[src/rtl/bcd_serial_adder.sv]
// Digit-serial packed-BCD adder: one decimal digit per cycle, LSD first, IDLE/ADD/DONE control.
// Optional invalid-digit detection is enabled by defining BCD_SERIAL_CHECK_EN.
module bcd_serial_adder #(
    parameter int DIGITS = 4
) (
    input  logic                  clk,
    input  logic                  rst,
    input  logic                  start,
    input  logic [4*DIGITS-1:0]   a,
    input  logic [4*DIGITS-1:0]   b,
    input  logic                  cin,
    output logic                  busy,
    output logic                  done,
    output logic [4*DIGITS-1:0]   sum,
    output logic                  cout,
    output logic                  err
);

    localparam int W     = 4 * DIGITS;
    localparam int IDX_W = (DIGITS > 1) ? $clog2(DIGITS) : 1;

    typedef enum logic [1:0] {
        IDLE = 2'd0,
        ADD  = 2'd1,
        DONE = 2'd2
    } state_t;

    state_t             state_q, state_d;
    logic [W-1:0]       a_q, a_d;
    logic [W-1:0]       b_q, b_d;
    logic [W-1:0]       sum_q, sum_d;
    logic [IDX_W-1:0]   idx_q, idx_d;
    logic               carry_q, carry_d;
    logic               cout_q, cout_d;
    logic               busy_q, busy_d;
    logic               done_q, done_d;
    logic [3:0]         a_dig;
    logic [3:0]         b_dig;
    logic [4:0]         dig_res;
    logic               last_dig;

    // Decimal digit add: returns {carry, digit}; the +6 wraps mod 16 even for non-BCD inputs.
    function automatic logic [4:0] bcd_digit_add(input logic [3:0] x,
                                                 input logic [3:0] y,
                                                 input logic       c);
        logic [4:0] t;
        logic [3:0] adj;
        t   = {1'b0, x} + {1'b0, y} + {4'b0000, c};
        adj = t[3:0] + 4'd6;
        if (t > 5'd9) begin
            return {1'b1, adj};
        end
        return {1'b0, t[3:0]};
    endfunction

    assign a_dig    = a_q[{idx_q, 2'b00} +: 4];
    assign b_dig    = b_q[{idx_q, 2'b00} +: 4];
    assign dig_res  = bcd_digit_add(a_dig, b_dig, carry_q);
    assign last_dig = (idx_q == IDX_W'(DIGITS - 1));

`ifdef BCD_SERIAL_CHECK_EN
    logic err_q, err_d;
    logic dig_bad;

    assign dig_bad = (a_dig > 4'd9) || (b_dig > 4'd9);
`endif

    always_comb begin
        state_d = state_q;
        a_d     = a_q;
        b_d     = b_q;
        sum_d   = sum_q;
        idx_d   = idx_q;
        carry_d = carry_q;
        cout_d  = cout_q;
        busy_d  = busy_q;
        done_d  = 1'b0;
`ifdef BCD_SERIAL_CHECK_EN
        err_d   = err_q;
`endif
        case (state_q)
            IDLE: begin
                if (start) begin
                    a_d     = a;
                    b_d     = b;
                    carry_d = cin;
                    idx_d   = '0;
                    sum_d   = '0;
                    cout_d  = 1'b0;
                    busy_d  = 1'b1;
                    state_d = ADD;
`ifdef BCD_SERIAL_CHECK_EN
                    err_d   = 1'b0;
`endif
                end
            end
            ADD: begin
                sum_d[{idx_q, 2'b00} +: 4] = dig_res[3:0];
                carry_d = dig_res[4];
`ifdef BCD_SERIAL_CHECK_EN
                if (dig_bad) begin
                    err_d = 1'b1;
                end
`endif
                if (last_dig) begin
                    cout_d  = dig_res[4];
                    idx_d   = '0;
                    done_d  = 1'b1;
                    state_d = DONE;
                end else begin
                    idx_d = idx_q + IDX_W'(1);
                end
            end
            DONE: begin
                busy_d  = 1'b0;
                state_d = IDLE;
            end
            default: begin
                busy_d  = 1'b0;
                state_d = IDLE;
            end
        endcase
    end

    // Control and result state; reset abandons any operation in flight.
    always_ff @(posedge clk) begin
        if (rst) begin
            state_q <= IDLE;
            sum_q   <= '0;
            idx_q   <= '0;
            carry_q <= 1'b0;
            cout_q  <= 1'b0;
            busy_q  <= 1'b0;
            done_q  <= 1'b0;
`ifdef BCD_SERIAL_CHECK_EN
            err_q   <= 1'b0;
`endif
        end else begin
            state_q <= state_d;
            sum_q   <= sum_d;
            idx_q   <= idx_d;
            carry_q <= carry_d;
            cout_q  <= cout_d;
            busy_q  <= busy_d;
            done_q  <= done_d;
`ifdef BCD_SERIAL_CHECK_EN
            err_q   <= err_d;
`endif
        end
    end

    // Operand copies are pure data and are only ever read after a fresh load.
    always_ff @(posedge clk) begin
        a_q <= a_d;
        b_q <= b_d;
    end

    assign busy = busy_q;
    assign done = done_q;
    assign sum  = sum_q;
    assign cout = cout_q;
`ifdef BCD_SERIAL_CHECK_EN
    assign err  = err_q;
`else
    assign err  = 1'b0;
`endif

endmodule

[config.mk]
export PLATFORM = sky130hd
export DESIGN_NAME = bcd_serial_adder
export DESIGN_NICKNAME = d
export VERILOG_FILES = /design/src/rtl/bcd_serial_adder.sv
export SDC_FILE = /design/constraint.sdc
export NUM_CORES = 1
export LEC_CHECK = 0
export ABC_AREA = 0
export BUFFER_PORTS_ARGS = -buffer_cell sky130_fd_sc_hd__buf_2
export CAP_MARGIN = 20
export CORE_UTILIZATION = 45
export DETAILED_ROUTE_END_ITERATION = 12
export GPL_ROUTABILITY_DRIVEN = 0
export PLACE_DENSITY = 0.76
export SYNTH_ARGS = -nofsm -noshare
export SYNTH_HDL_FRONTEND = slang
export SYNTH_SLANG_ARGS = --single-unit
[constraint.sdc]
create_clock -name clk -period 7 [get_ports clk]
set_input_delay 1.4 -clock clk [delete_from_list [all_inputs] [get_ports clk]]
set_output_delay 1.4 -clock clk [all_outputs]
set_load 0.01 [all_outputs]
==> results of run 1 <==
## worst max path at each step
stage | startpoint | to | slack (ns)
4_1_cts | idx_q[0]$_SDFFE_PP0P_ | sum[6]$_SDFFE_PP0P_ | 2.91
2_1_floorplan | idx_q[0]$_SDFFE_PP0P_ | sum[2]$_SDFFE_PP0P_ | 3.35
3_3_place_gp | idx_q[0]$_SDFFE_PP0P_ | sum[6]$_SDFFE_PP0P_ | 3.09
6_report | idx_q[0]$_SDFFE_PP0P_ | sum[6]$_SDFFE_PP0P_ | 2.96
3_5_place_dp | idx_q[0]$_SDFFE_PP0P_ | sum[6]$_SDFFE_PP0P_ | 2.93
5_1_grt | idx_q[0]$_SDFFE_PP0P_ | sum[2]$_SDFFE_PP0P_ | 2.64
## registers in the layout, indices dropped and copies added (netlist names)
register	flops
a_q	16
b_q	16
busy	1
carry_q	1
cout	1
done	1
idx_q	2
state_q	2
sum	16
## cell families (layout without fill, tap and decap cells)
kind of cell	count (synthesis)	in the layout	share of synthesized area, %
buffers and inverters	11	67	2.16
xor gates and xnor gates	2	2	0.757
DFF	56	56	62.3
and+or+nand+nor	44	44	9.30
other	1	1	0.162
muxes	10	10	8.87
adders and majority gates	10	10	6.06
AOI/OAI and AO/OA	32	32	10.4
## power by group through the flow
stage | Sequential (uW) | Combinational, uW | Clock, uW
6_report | 376 | 143 | 161
3_3_place_gp | 383 | 140 | 0
3_5_place_dp | 384 | 143 | 0
5_1_grt | 379 | 158 | 182
4_1_cts | 377 | 144 | 167
2_1_floorplan | 381 | 108 | 0
## critical path, cell delays in order (launching register included)
cell	delay, ns
sky130_fd_sc_hd__dfxtp_1	0.77
sky130_fd_sc_hd__mux4_2	0.60
sky130_fd_sc_hd__fa_1	0.46
sky130_fd_sc_hd__fa_1	0.44
sky130_fd_sc_hd__xnor2_1	0.18
sky130_fd_sc_hd__ha_1	0.24
sky130_fd_sc_hd__nor2b_1	0.13
sky130_fd_sc_hd__a31o_1	0.23
sky130_fd_sc_hd__o31ai_4	0.28
sky130_fd_sc_hd__mux2_4	0.33
sky130_fd_sc_hd__nor2_2	0.16
sky130_fd_sc_hd__a22o_1	0.15
## metrics by stage
stage                     hold WS (ns)  worst slack [ns]
after CTS                        0.463              2.91
after global placement           0.444              3.09
after floorplan                  0.476              3.35
final                            0.465              2.96
after global routing             0.502              2.64
after detailed placement         0.450              2.93
## layout make-up
cell class                      instances  area (um2)
Clock inverter                          2        12.5
Clock buffer                            5        68.8
Inverter                                5        18.8
Multi-Input combinational cell         99         822
Sequential cell                        56        1440
Timing Repair Buffer                   55         278
Fill cell                             406        2120
Tap cell                               67        83.8
## metal layers
metal	part of all wire, %	up-vias	GRT usage [%]
li1	-	729	-
met1	44	702	20.3
met2	49	64	26.4
met3	7.1	0	4.12
met4	0	0	3.63
met5	0	-	0
## synth_stat cells
master	number	area share, %
sky130_fd_sc_hd__a21o_1	2	0.65
sky130_fd_sc_hd__a21oi_1	11	2.4
sky130_fd_sc_hd__a222oi_1	1	0.43
sky130_fd_sc_hd__a22o_1	8	3.0
sky130_fd_sc_hd__a22oi_1	8	2.6
sky130_fd_sc_hd__a31o_1	1	0.38
sky130_fd_sc_hd__and3_1	1	0.27
sky130_fd_sc_hd__and4_1	2	0.76
sky130_fd_sc_hd__and4b_1	1	0.43
sky130_fd_sc_hd__buf_2	1	0.22
sky130_fd_sc_hd__buf_4	2	0.65
sky130_fd_sc_hd__clkbuf_1	3	0.49
sky130_fd_sc_hd__clkinv_1	1	0.16
sky130_fd_sc_hd__conb_1	1	0.16
sky130_fd_sc_hd__dfxtp_1	24	21
sky130_fd_sc_hd__edfxtp_1	32	42
sky130_fd_sc_hd__fa_1	2	1.7
sky130_fd_sc_hd__ha_1	8	4.3
sky130_fd_sc_hd__inv_1	4	0.65
sky130_fd_sc_hd__mux2_4	1	0.65
sky130_fd_sc_hd__mux2i_1	1	0.43
sky130_fd_sc_hd__mux4_2	8	7.8
sky130_fd_sc_hd__nand2_1	5	0.81
sky130_fd_sc_hd__nand2b_1	2	0.54
sky130_fd_sc_hd__nand3_1	3	0.65
sky130_fd_sc_hd__nor2_1	20	3.2
sky130_fd_sc_hd__nor2_2	1	0.27
sky130_fd_sc_hd__nor2b_1	6	1.6
sky130_fd_sc_hd__nor3_1	2	0.43
sky130_fd_sc_hd__o31ai_4	1	0.92
sky130_fd_sc_hd__or2_2	1	0.27
sky130_fd_sc_hd__xnor2_1	2	0.76
==> flow_summary.toml, run 1 <==
[routing]
detail_route.first_pass.iterations = 4
drt_drc_violations_left = 0
routedWlPerCell_um = 13.1
drt-vias-per-instance = 5.17
postRouteWirelength_mm = 3.79
vias = 1495
drt-initial-drc-count = 116
detail-route-antenna-nets = 0

[layout]
mostFrequentLayoutCells = "54 x sky130_fd_sc_hd__buf_2, 32 x sky130_fd_sc_hd__edfxtp_1, 24 x sky130_fd_sc_hd__dfxtp_1"
finalNonFillerCells = 289
fraction_of_final_layout_cells_with_drive_strength_greater_than_1_pct = 33.3
layout.cells.most_common = "sky130_fd_sc_hd__buf_2"
nets_finish = 268
flow.area_growth_from_synthesis_pct = 17.8
postLayoutCellArea_um2 = 2730
diodes = 0
layout.core_utilization_pct = 56.2

[clock_network]
cts_tree = "done"
clock_latency_ns = 0.30
cts_post_setup_buffers_inserted = 0
clock_sink_count = 56
cts_root_buf = "sky130_fd_sc_hd__clkbuf_8"
total_of_hold_buffers_inserted_after_clock_tree_synthesis = 0
clkTransAtPathRegs_ns = 0.09
clockBufferDepth = 2
cts_inserted_buffers = 5
cts-resized-gates = 0
cts_max_level = 2

[global_route]
global_route.usage.total_pct = 15.7
gr_overflow_total = 0
initial_antenna_violation_count = 0
first_global_vias = 1423
grt_start_max_net_pins = 41
global_route_wire_length_before_repair_mm = 6.38

[setup_path]
worst-endpoint-required_ns = 7.25
regToRegSetupSlack_ns = 2.96
crit_fanout = 14
worst_setup_path_end_kind = "flop"
worstReg2RegEnd = "sum[6]$_SDFFE_PP0P_"
criticalPathCategory = "flop to flop"
timing.rr.start = "idx_q[0]$_SDFFE_PP0P_"
critPathArrivalTime_ns = 4.29
r2r_cells = 11
timing.critical_path.from_type = "flop"

[power_and_ir_drop]
p_sw_uw = 181
total_chip_power_uw = 680
cellPowerDensity_nw_per_um2 = 250
p_leak_uw = 0.00110
max-vdd-ir-drop_uv = 161
seqPwrFrac_pct = 55.3
power.internal_uw = 499
netSwitchingFraction_pct = 26.7
comb_power_share_pct = 21.0
clkPwrFrac_pct = 23.7

[sta]
grt_setup_unrepaired = "false"
achievable-frequency_ghz = 0.247
ratio_of_final_minimum_period_to_clock_period_pct = 57.8
final_period_minus_worst_setup_slack_ns = 4.04
timing_worst_slew_pin_value_ns = 0.689
setup_viol = 0
hold_violations = 0
finalClockSkew_ns = 0.00453
totalNegativeSetupSlack_ns = 0
final_max_slew_viol_count = 0
max_slew_margin_pct = 54.0

[worst_hold_path]
worst_case_hold_path_end_point = "cout$_SDFFE_PP0P_"
timing.hold.worst.start = "cout$_SDFFE_PP0P_"
hp-class = "flop to flop"
timing.hold.worst_path_depth = 2

[synthesis]
yosys_register_bits = 56
synth_cells = 166
synth_fp_nets = 212
synth-seq-area-share_pct = 62.3
syn_avg_cell_area_um2 = 13.9
synth_warnings = 0
synth.lib_cells_used.distinct = 32
synthesis.area_um2 = 2310

[die]
die_width_um = 73.7
core_area_um2 = 4850
overall_die_height_um = 73.7
start_util_pct = 47.7
boundaryPins = 56
std_cell_rows = 25
design.die.area_um2 = 5430

[placement]
numPortBuffers = 54
post_dp_cell_area_um2 = 2640
placed_cells = 282
place_hpwl_mm = 2.85

[flow_run]
drv_cap = 0

[outcome]
status = "finished clean"
Note: power is estimated with default switching activity, not from simulation.
==> run 2, diff against run 1 <==
==> constraint.sdc (replaced) <==
create_clock -name clk -period 3.87 [get_ports clk]
set_input_delay 0.774 -clock clk [delete_from_list [all_inputs] [get_ports clk]]
set_output_delay 0.774 -clock clk [all_outputs]
set_load 0.01 [all_outputs]
==> run 2 against run 1 <==
Net effect: maximum frequency rose by 13%; sequential share of layout area fell by 1.0 points; sequential power increased by 80%; non-clock buffer count increased by 3; combinational power is 87% higher; clock skew up 0.00069 ns; global-route usage up 0.090 points; via count decreased by 1.5%; wire length fell by 0.34%.
==> flow_summary.toml, run 2 (same netlist as run 1, synthesis figures left out) <==
[sta]
timing_worst_slew_pin_value_ns = 0.696
grt_setup_unrepaired = "false"
ratio_of_final_minimum_period_to_clock_period_pct = 92.6
setup_viol = 0
final_period_minus_worst_setup_slack_ns = 3.58
finalClockSkew_ns = 0.00522
totalNegativeSetupSlack_ns = 0
hold_violations = 0
achievable-frequency_ghz = 0.279
final_max_slew_viol_count = 0
max_slew_margin_pct = 53.5

[setup_path]
timing.rr.start = "idx_q[0]$_SDFFE_PP0P_"
series_of_cell_instances_along_the_critical_path = "mux4_2 > fa_1 > fa_1 > xnor2_1 > ha_1 > nor2b_1 > a31o_1 > o31ai_4 > mux2_4 > nor2_2 > a22o_1"
criticalPathCategory = "flop to flop"
crit_fanout = 4
cp_common_cell = "sky130_fd_sc_hd__fa_1"
worst-endpoint-required_ns = 4.13
critPathArrivalTime_ns = 3.84
worst_setup_path_end_kind = "flop"
timing.critical_path.from_type = "flop"
regToRegSetupSlack_ns = 0.29
critPathSlowestCell = "sky130_fd_sc_hd__mux4_2"
r2r_cells = 11
worstReg2RegEnd = "sum[2]$_SDFFE_PP0P_"
cpPeakStageDelay_ns = 0.54

[global_route]
gr_overflow_total = 0
first_global_vias = 1383
grt_start_max_net_pins = 30
global_route.usage.total_pct = 15.8
initial_antenna_violation_count = 0
global_route_wire_length_before_repair_mm = 6.24

[layout]
mostFrequentLayoutCells = "54 x sky130_fd_sc_hd__buf_2, 32 x sky130_fd_sc_hd__edfxtp_1, 24 x sky130_fd_sc_hd__dfxtp_1"
diodes = 0
nFillCells = 396
layout.cells.most_common = "sky130_fd_sc_hd__buf_2"
flow.area_growth_from_synthesis_pct = 20.1
fraction_of_final_layout_cells_with_drive_strength_greater_than_1_pct = 34.1
finalNonFillerCells = 293
nets_finish = 271
layout.core_utilization_pct = 57.3

[routing]
wl_met1_mm = 1.75
dr_wl_met3_um = 218
drt-initial-drc-count = 104
detail_route.first_pass.iterations = 4
detail-route-antenna-nets = 0
routed-wl-met2_mm = 1.77
routed.top_layer = "met4"
postRouteWirelength_mm = 3.78
drt-vias-per-instance = 5.03
routedWlPerCell_um = 12.9
drt_drc_violations_left = 0
vias = 1473

[worst_hold_path]
timing.hold.worst.start = "cout$_SDFFE_PP0P_"
timing.hold.worst_path_depth = 2
worst_case_hold_path_end_point = "cout$_SDFFE_PP0P_"
hp-class = "flop to flop"

[die]
overall_die_height_um = 73.7
design.die.area_um2 = 5430
die_width_um = 73.7
core_area_um2 = 4850
start_util_pct = 47.7
std_cell_rows = 25
boundaryPins = 56

[clock_network]
clkTransAtPathRegs_ns = 0.09
cts-resized-gates = 0
cts_tree = "done"
total_of_hold_buffers_inserted_after_clock_tree_synthesis = 0
clock_latency_ns = 0.31
cts_root_buf = "sky130_fd_sc_hd__clkbuf_8"
cts_post_setup_buffers_inserted = 0
clock_sink_count = 56
clockBufferDepth = 2
cts_inserted_buffers = 5
cts_max_level = 2

[power_and_ir_drop]
p_leak_uw = 0.00114
max-vdd-ir-drop_uv = 306
cellPowerDensity_nw_per_um2 = 475

[flow_run]
drv_cap = 0

[outcome]
status = "finished clean"

[placement]
placed_cells = 285
place_hpwl_mm = 2.90
numPortBuffers = 54
[run 2: cell count changes in the layout (fill, tap and decap cells not counted)]
cell                         delta
sky130_fd_sc_hd__buf_4          +3
sky130_fd_sc_hd__bufinv_16      +1
sky130_fd_sc_hd__clkbuf_1       +1
sky130_fd_sc_hd__clkinvlp_2     -1
sky130_fd_sc_hd__clkinvlp_4     -1
sky130_fd_sc_hd__inv_6          +1
[run 2: where the power goes]
part | switching, uW | internal, uW | leakage (uW)
Clock | 181 | 196 | 0.0000558
Combinational | 148 | 119 | 0.000583
Sequential | 11.2 | 663 | 0.000501
Total | 341 | 977 | 0.00114
[run 2: metrics by stage]
step | worst slack [ns] | total power [uW] | area (um2) | hold slack [ns]
floorplan | 0.225 | 884 | 2310 | 0.476
global placement | 0.404 | 949 | 2670 | 0.444
detailed placement | 0.276 | 956 | 2670 | 0.448
CTS | 0.263 | 1330 | 2780 | 0.460
global route | 0.0475 | 1380 | 2780 | 0.472
finish | 0.285 | 1320 | 2780 | 0.462
[run 2: worst max path at each step]
stage | startpoint | to | cells past startpoint
finish | idx_q[0]$_SDFFE_PP0P_ | sum[2]$_SDFFE_PP0P_ | 11
floorplan | idx_q[0]$_SDFFE_PP0P_ | sum[2]$_SDFFE_PP0P_ | 12
global route | idx_q[0]$_SDFFE_PP0P_ | sum[6]$_SDFFE_PP0P_ | 11
CTS | idx_q[0]$_SDFFE_PP0P_ | sum[2]$_SDFFE_PP0P_ | 11
global placement | idx_q[0]$_SDFFE_PP0P_ | sum[2]$_SDFFE_PP0P_ | 11
detailed placement | idx_q[0]$_SDFFE_PP0P_ | sum[2]$_SDFFE_PP0P_ | 11
[run 2: per-layer routing]
| metal | vias up | track usage, % |
|---|---|---|
| met1 | 674 | 20.4 |
| met5 | - | 0 |
| met4 | 0 | 5.13 |
| met3 | 5 | 4.39 |
| li1 | 733 | - |
| met2 | 61 | 25.6 |
[run 2: area by class of cell]
| type | count | area (um2) | area share [%] |
|---|---|---|---|
| Multi-Input combinational cell | 99 | 822 | 29.6 |
| Clock inverter | 2 | 38.8 | 1.40 |
| Inverter | 5 | 18.8 | 0.676 |
| Tap cell | 67 | 83.8 | 3.02 |
| Timing Repair Buffer | 58 | 300 | 10.8 |
| Sequential cell | 56 | 1440 | 51.9 |
| Clock buffer | 6 | 72.6 | 2.61 |
[run 2: critical path, delay by kind of cell (launching register included)]
| family | cells | cell delay [ns] |
|---|---|---|
| adders and majority gates | 3 | 1.10 |
| muxes | 2 | 0.88 |
| AOI/OAI and AO/OA | 3 | 0.67 |
| DFF | 1 | 0.42 |
| and+or+nand+nor | 2 | 0.29 |
| xor gates and xnor gates | 1 | 0.18 |
==> run 3, diff against run 2 <==
--- a/config.mk
+++ b/config.mk
@@ -5,13 +5,13 @@
 export SDC_FILE = /design/constraint.sdc
 export NUM_CORES = 1
 export LEC_CHECK = 0
-export ABC_AREA = 0
+export ABC_AREA = 1
 export BUFFER_PORTS_ARGS = -buffer_cell sky130_fd_sc_hd__buf_2
 export CAP_MARGIN = 20
 export CORE_UTILIZATION = 45
 export DETAILED_ROUTE_END_ITERATION = 12
 export GPL_ROUTABILITY_DRIVEN = 0
-export PLACE_DENSITY = 0.76
+export PLACE_DENSITY = 0.75
 export SYNTH_ARGS = -nofsm -noshare
 export SYNTH_HDL_FRONTEND = slang
 export SYNTH_SLANG_ARGS = --single-unit
==> run 3 against run 2 <==
Net effect: clock power down 4%; register-to-register slack improved by 0.19 ns; first-iteration DRC count shrank 1.9%; power is 6.6% higher; final area is 5.4% higher; final cell count is 29% higher; non-clock buffer count down 1; critical endpoint is now sum[7]$_SDFFE_PP0P_; largest power group unchanged.
==> flow_summary.toml, run 3 <==
[global_route]
initial_antenna_violation_count = 0
gr_overflow_total = 0
grt_start_max_net_pins = 29
global_route_wire_length_before_repair_mm = 7.76
first_global_vias = 1755
global_route.usage.total_pct = 16.9

[worst_hold_path]
timing.hold.worst.start = "sum[10]$_SDFFE_PP0P_"
timing.hold.worst_path_depth = 2
hp-class = "flop to flop"
worst_case_hold_path_end_point = "sum[10]$_SDFFE_PP0P_"

[synthesis]
netlist_top_cells_area = "sky130_fd_sc_hd__edfxtp_1 39%, sky130_fd_sc_hd__dfxtp_1 19%, sky130_fd_sc_hd__nand2_1 5.5%"
synth-edff-count = 32
yosys.area.top_type_share_pct = 38.8
ys_top_cells_by_count = "36 x sky130_fd_sc_hd__nand2_1, 35 x sky130_fd_sc_hd__nor2_1, 32 x sky130_fd_sc_hd__edfxtp_1"
yosys_register_bits = 56
syn_avg_cell_area_um2 = 9.90
synth_fp_nets = 296
synthesis.area_um2 = 2480
synth_warnings = 0
synth_cells = 250
synth.lib_cells_used.distinct = 31
yosys.cell_count.top_type = "sky130_fd_sc_hd__nand2_1"
synth_ff_type = "sky130_fd_sc_hd__edfxtp_1"
synth_async_sr_flop_share_pct = 0
synth_top_cell_by_area = "sky130_fd_sc_hd__edfxtp_1"
synth-seq-area-share_pct = 58.2

[placement]
placed_cells = 369
post_dp_cell_area_um2 = 2820
place_hpwl_mm = 3.29
numPortBuffers = 54

[power_and_ir_drop]
p_leak_uw = 0.00122
comb_power_share_pct = 25.8
netSwitchingFraction_pct = 30.1
seqPwrFrac_pct = 48.4
p_sw_uw = 423
power.internal_uw = 983
max-vdd-ir-drop_uv = 250
cellPowerDensity_nw_per_um2 = 480
clkPwrFrac_pct = 25.8
total_chip_power_uw = 1410

[setup_path]
criticalPathCategory = "flop to flop"
worst-endpoint-required_ns = 4.06
cp.buffers_inverters = 3
critPathArrivalTime_ns = 3.58
series_of_cell_instances_along_the_critical_path = "inv_1 > o21ai_0 > o22ai_1 > fa_1 > fa_1 > inv_1 > ha_1 > inv_1 > nor2_1 > a21oi_2 > nand2_2 > nand2_4 > nand2_2 > nand4_2 > nor2_1 > nor2_1 > nor2_1"
timing.critical_path.from_type = "flop"
critPathSlowestCell = "sky130_fd_sc_hd__dfxtp_1"
worst_setup_path_end_kind = "flop"
regToRegSetupSlack_ns = 0.47
crit_fanout = 14
timing.rr.start = "idx_q[0]$_SDFFE_PP0P_"
cp_common_cell = "sky130_fd_sc_hd__nor2_1"
cpPeakStageDelay_ns = 0.64
r2r_cells = 17
timing.critical_path.max_delay_family = "adder cells"
worstReg2RegEnd = "sum[7]$_SDFFE_PP0P_"

[routing]
drt-vias-per-instance = 4.95
vias = 1866
routedWlPerCell_um = 11.9
detail_route.first_pass.iterations = 4
postRouteWirelength_mm = 4.47
drt-initial-drc-count = 102
drt_drc_violations_left = 0
detail-route-antenna-nets = 0

[layout]
flow.area_growth_from_synthesis_pct = 18.2
mostFrequentLayoutCells = "54 x sky130_fd_sc_hd__buf_2, 36 x sky130_fd_sc_hd__nand2_1, 35 x sky130_fd_sc_hd__nor2_1"
postLayoutCellArea_um2 = 2930
diodes = 0
layout.cells.most_common = "sky130_fd_sc_hd__buf_2"
finalNonFillerCells = 377
fraction_of_final_layout_cells_with_drive_strength_greater_than_1_pct = 26.7
nets_finish = 352

[clock_network]
cts_root_buf = "sky130_fd_sc_hd__clkbuf_8"
clock_latency_ns = 0.30
cts_post_setup_buffers_inserted = 0
cts_tree = "done"
clock_sink_count = 56
cts_max_level = 2
cts-resized-gates = 0
clkTransAtPathRegs_ns = 0.10
cts_inserted_buffers = 5
clockBufferDepth = 2
total_of_hold_buffers_inserted_after_clock_tree_synthesis = 0

[sta]
finalClockSkew_ns = 0.00851
ratio_of_final_minimum_period_to_clock_period_pct = 87.7
achievable-frequency_ghz = 0.294
hold_violations = 0
setup_viol = 0
timing_worst_slew_pin_value_ns = 0.499
hold_ws_ns = 0.467
totalNegativeSetupSlack_ns = 0
final_period_minus_worst_setup_slack_ns = 3.40
final_max_slew_viol_count = 0
max_slew_margin_pct = 66.7
grt_setup_unrepaired = "false"

[die]
start_util_pct = 47.6
std_cell_rows = 26
core_area_um2 = 5200
boundaryPins = 56
die_width_um = 76.2
overall_die_height_um = 76.2
design.die.area_um2 = 5800

[outcome]
status = "finished clean"

[flow_run]
drv_cap = 0
-- run 3: worst register-to-register path: stages (launching register included) --
cell and delay [ns]:
sky130_fd_sc_hd__dfxtp_1 0.64, sky130_fd_sc_hd__inv_1 0.29, sky130_fd_sc_hd__o21ai_0 0.22, sky130_fd_sc_hd__o22ai_1 0.11, sky130_fd_sc_hd__fa_1 0.45, sky130_fd_sc_hd__fa_1 0.54, sky130_fd_sc_hd__inv_1 0.08, sky130_fd_sc_hd__ha_1 0.19
sky130_fd_sc_hd__inv_1 0.07, sky130_fd_sc_hd__nor2_1 0.05, sky130_fd_sc_hd__a21oi_2 0.11, sky130_fd_sc_hd__nand2_2 0.10, sky130_fd_sc_hd__nand2_4 0.09, sky130_fd_sc_hd__nand2_2 0.07, sky130_fd_sc_hd__nand4_2 0.08, sky130_fd_sc_hd__nor2_1 0.06
sky130_fd_sc_hd__nor2_1 0.08, sky130_fd_sc_hd__nor2_1 0.04
-- run 3: power by group through the flow --
stage | clock [uW] | sequential [uW] | combinational (uW)
after global placement | 0 | 694 | 355
final | 363 | 681 | 362
after floorplan | 0 | 693 | 280
after global routing | 396 | 685 | 409
after CTS | 371 | 681 | 363
after detailed placement | 0 | 695 | 361
-- run 3: area by class of cell --
type / count / area, um2
flip-flops and latches: 56 / 1440
clock inverters: 3 / 37.5
clock buffers: 5 / 68.8
inverters: 20 / 75.1
fillers: 452 / 2280
repair buffers: 57 / 293
multi-input cells: 166 / 923
well taps: 70 / 87.6
-- run 3: worst max-delay path by stage --
stage                          startpoint              endpoint  slack, ns  cells past startpoint
floorplan           idx_q[0]$_SDFFE_PP0P_   sum[7]$_SDFFE_PP0P_       0.91                     18
global placement    idx_q[0]$_SDFFE_PP0P_   sum[7]$_SDFFE_PP0P_       0.60                     17
detailed placement  idx_q[0]$_SDFFE_PP0P_   sum[7]$_SDFFE_PP0P_       0.51                     17
CTS                 idx_q[0]$_SDFFE_PP0P_   sum[7]$_SDFFE_PP0P_       0.48                     17
global route        idx_q[0]$_SDFFE_PP0P_  sum[13]$_SDFFE_PP0P_       0.10                     16
finish              idx_q[0]$_SDFFE_PP0P_   sum[7]$_SDFFE_PP0P_       0.47                     17
-- run 3: per-stage QoR --
stage	setup WS, ns	util (%)
floorplan	0.914	-
global placement	0.598	54.2
detailed placement	0.509	54.2
CTS	0.483	56.2
global route	0.101	56.2
finish	0.474	56.2
-- run 3: cells by family (layout without fill, tap and decap cells) --
group,Yosys count,count (layout),synth area share [%]
adders and majority gates,10,10,5.66
buffers and inverters,28,85,4.50
AOI/OAI and AO/OA,50,50,11.4
DFF,56,56,58.2
and+or+nand+nor,105,105,20.1
other,1,1,0.151
-- run 3: metal layers --
metal / vias up / track usage [%] / wire length, um
li1: 965 / - / -
met5: - / 0 / 0
met3: 4 / 3.71 / 205
met1: 838 / 21.1 / 2110
met4: 0 / 5.19 / 40
met2: 59 / 29.2 / 2110
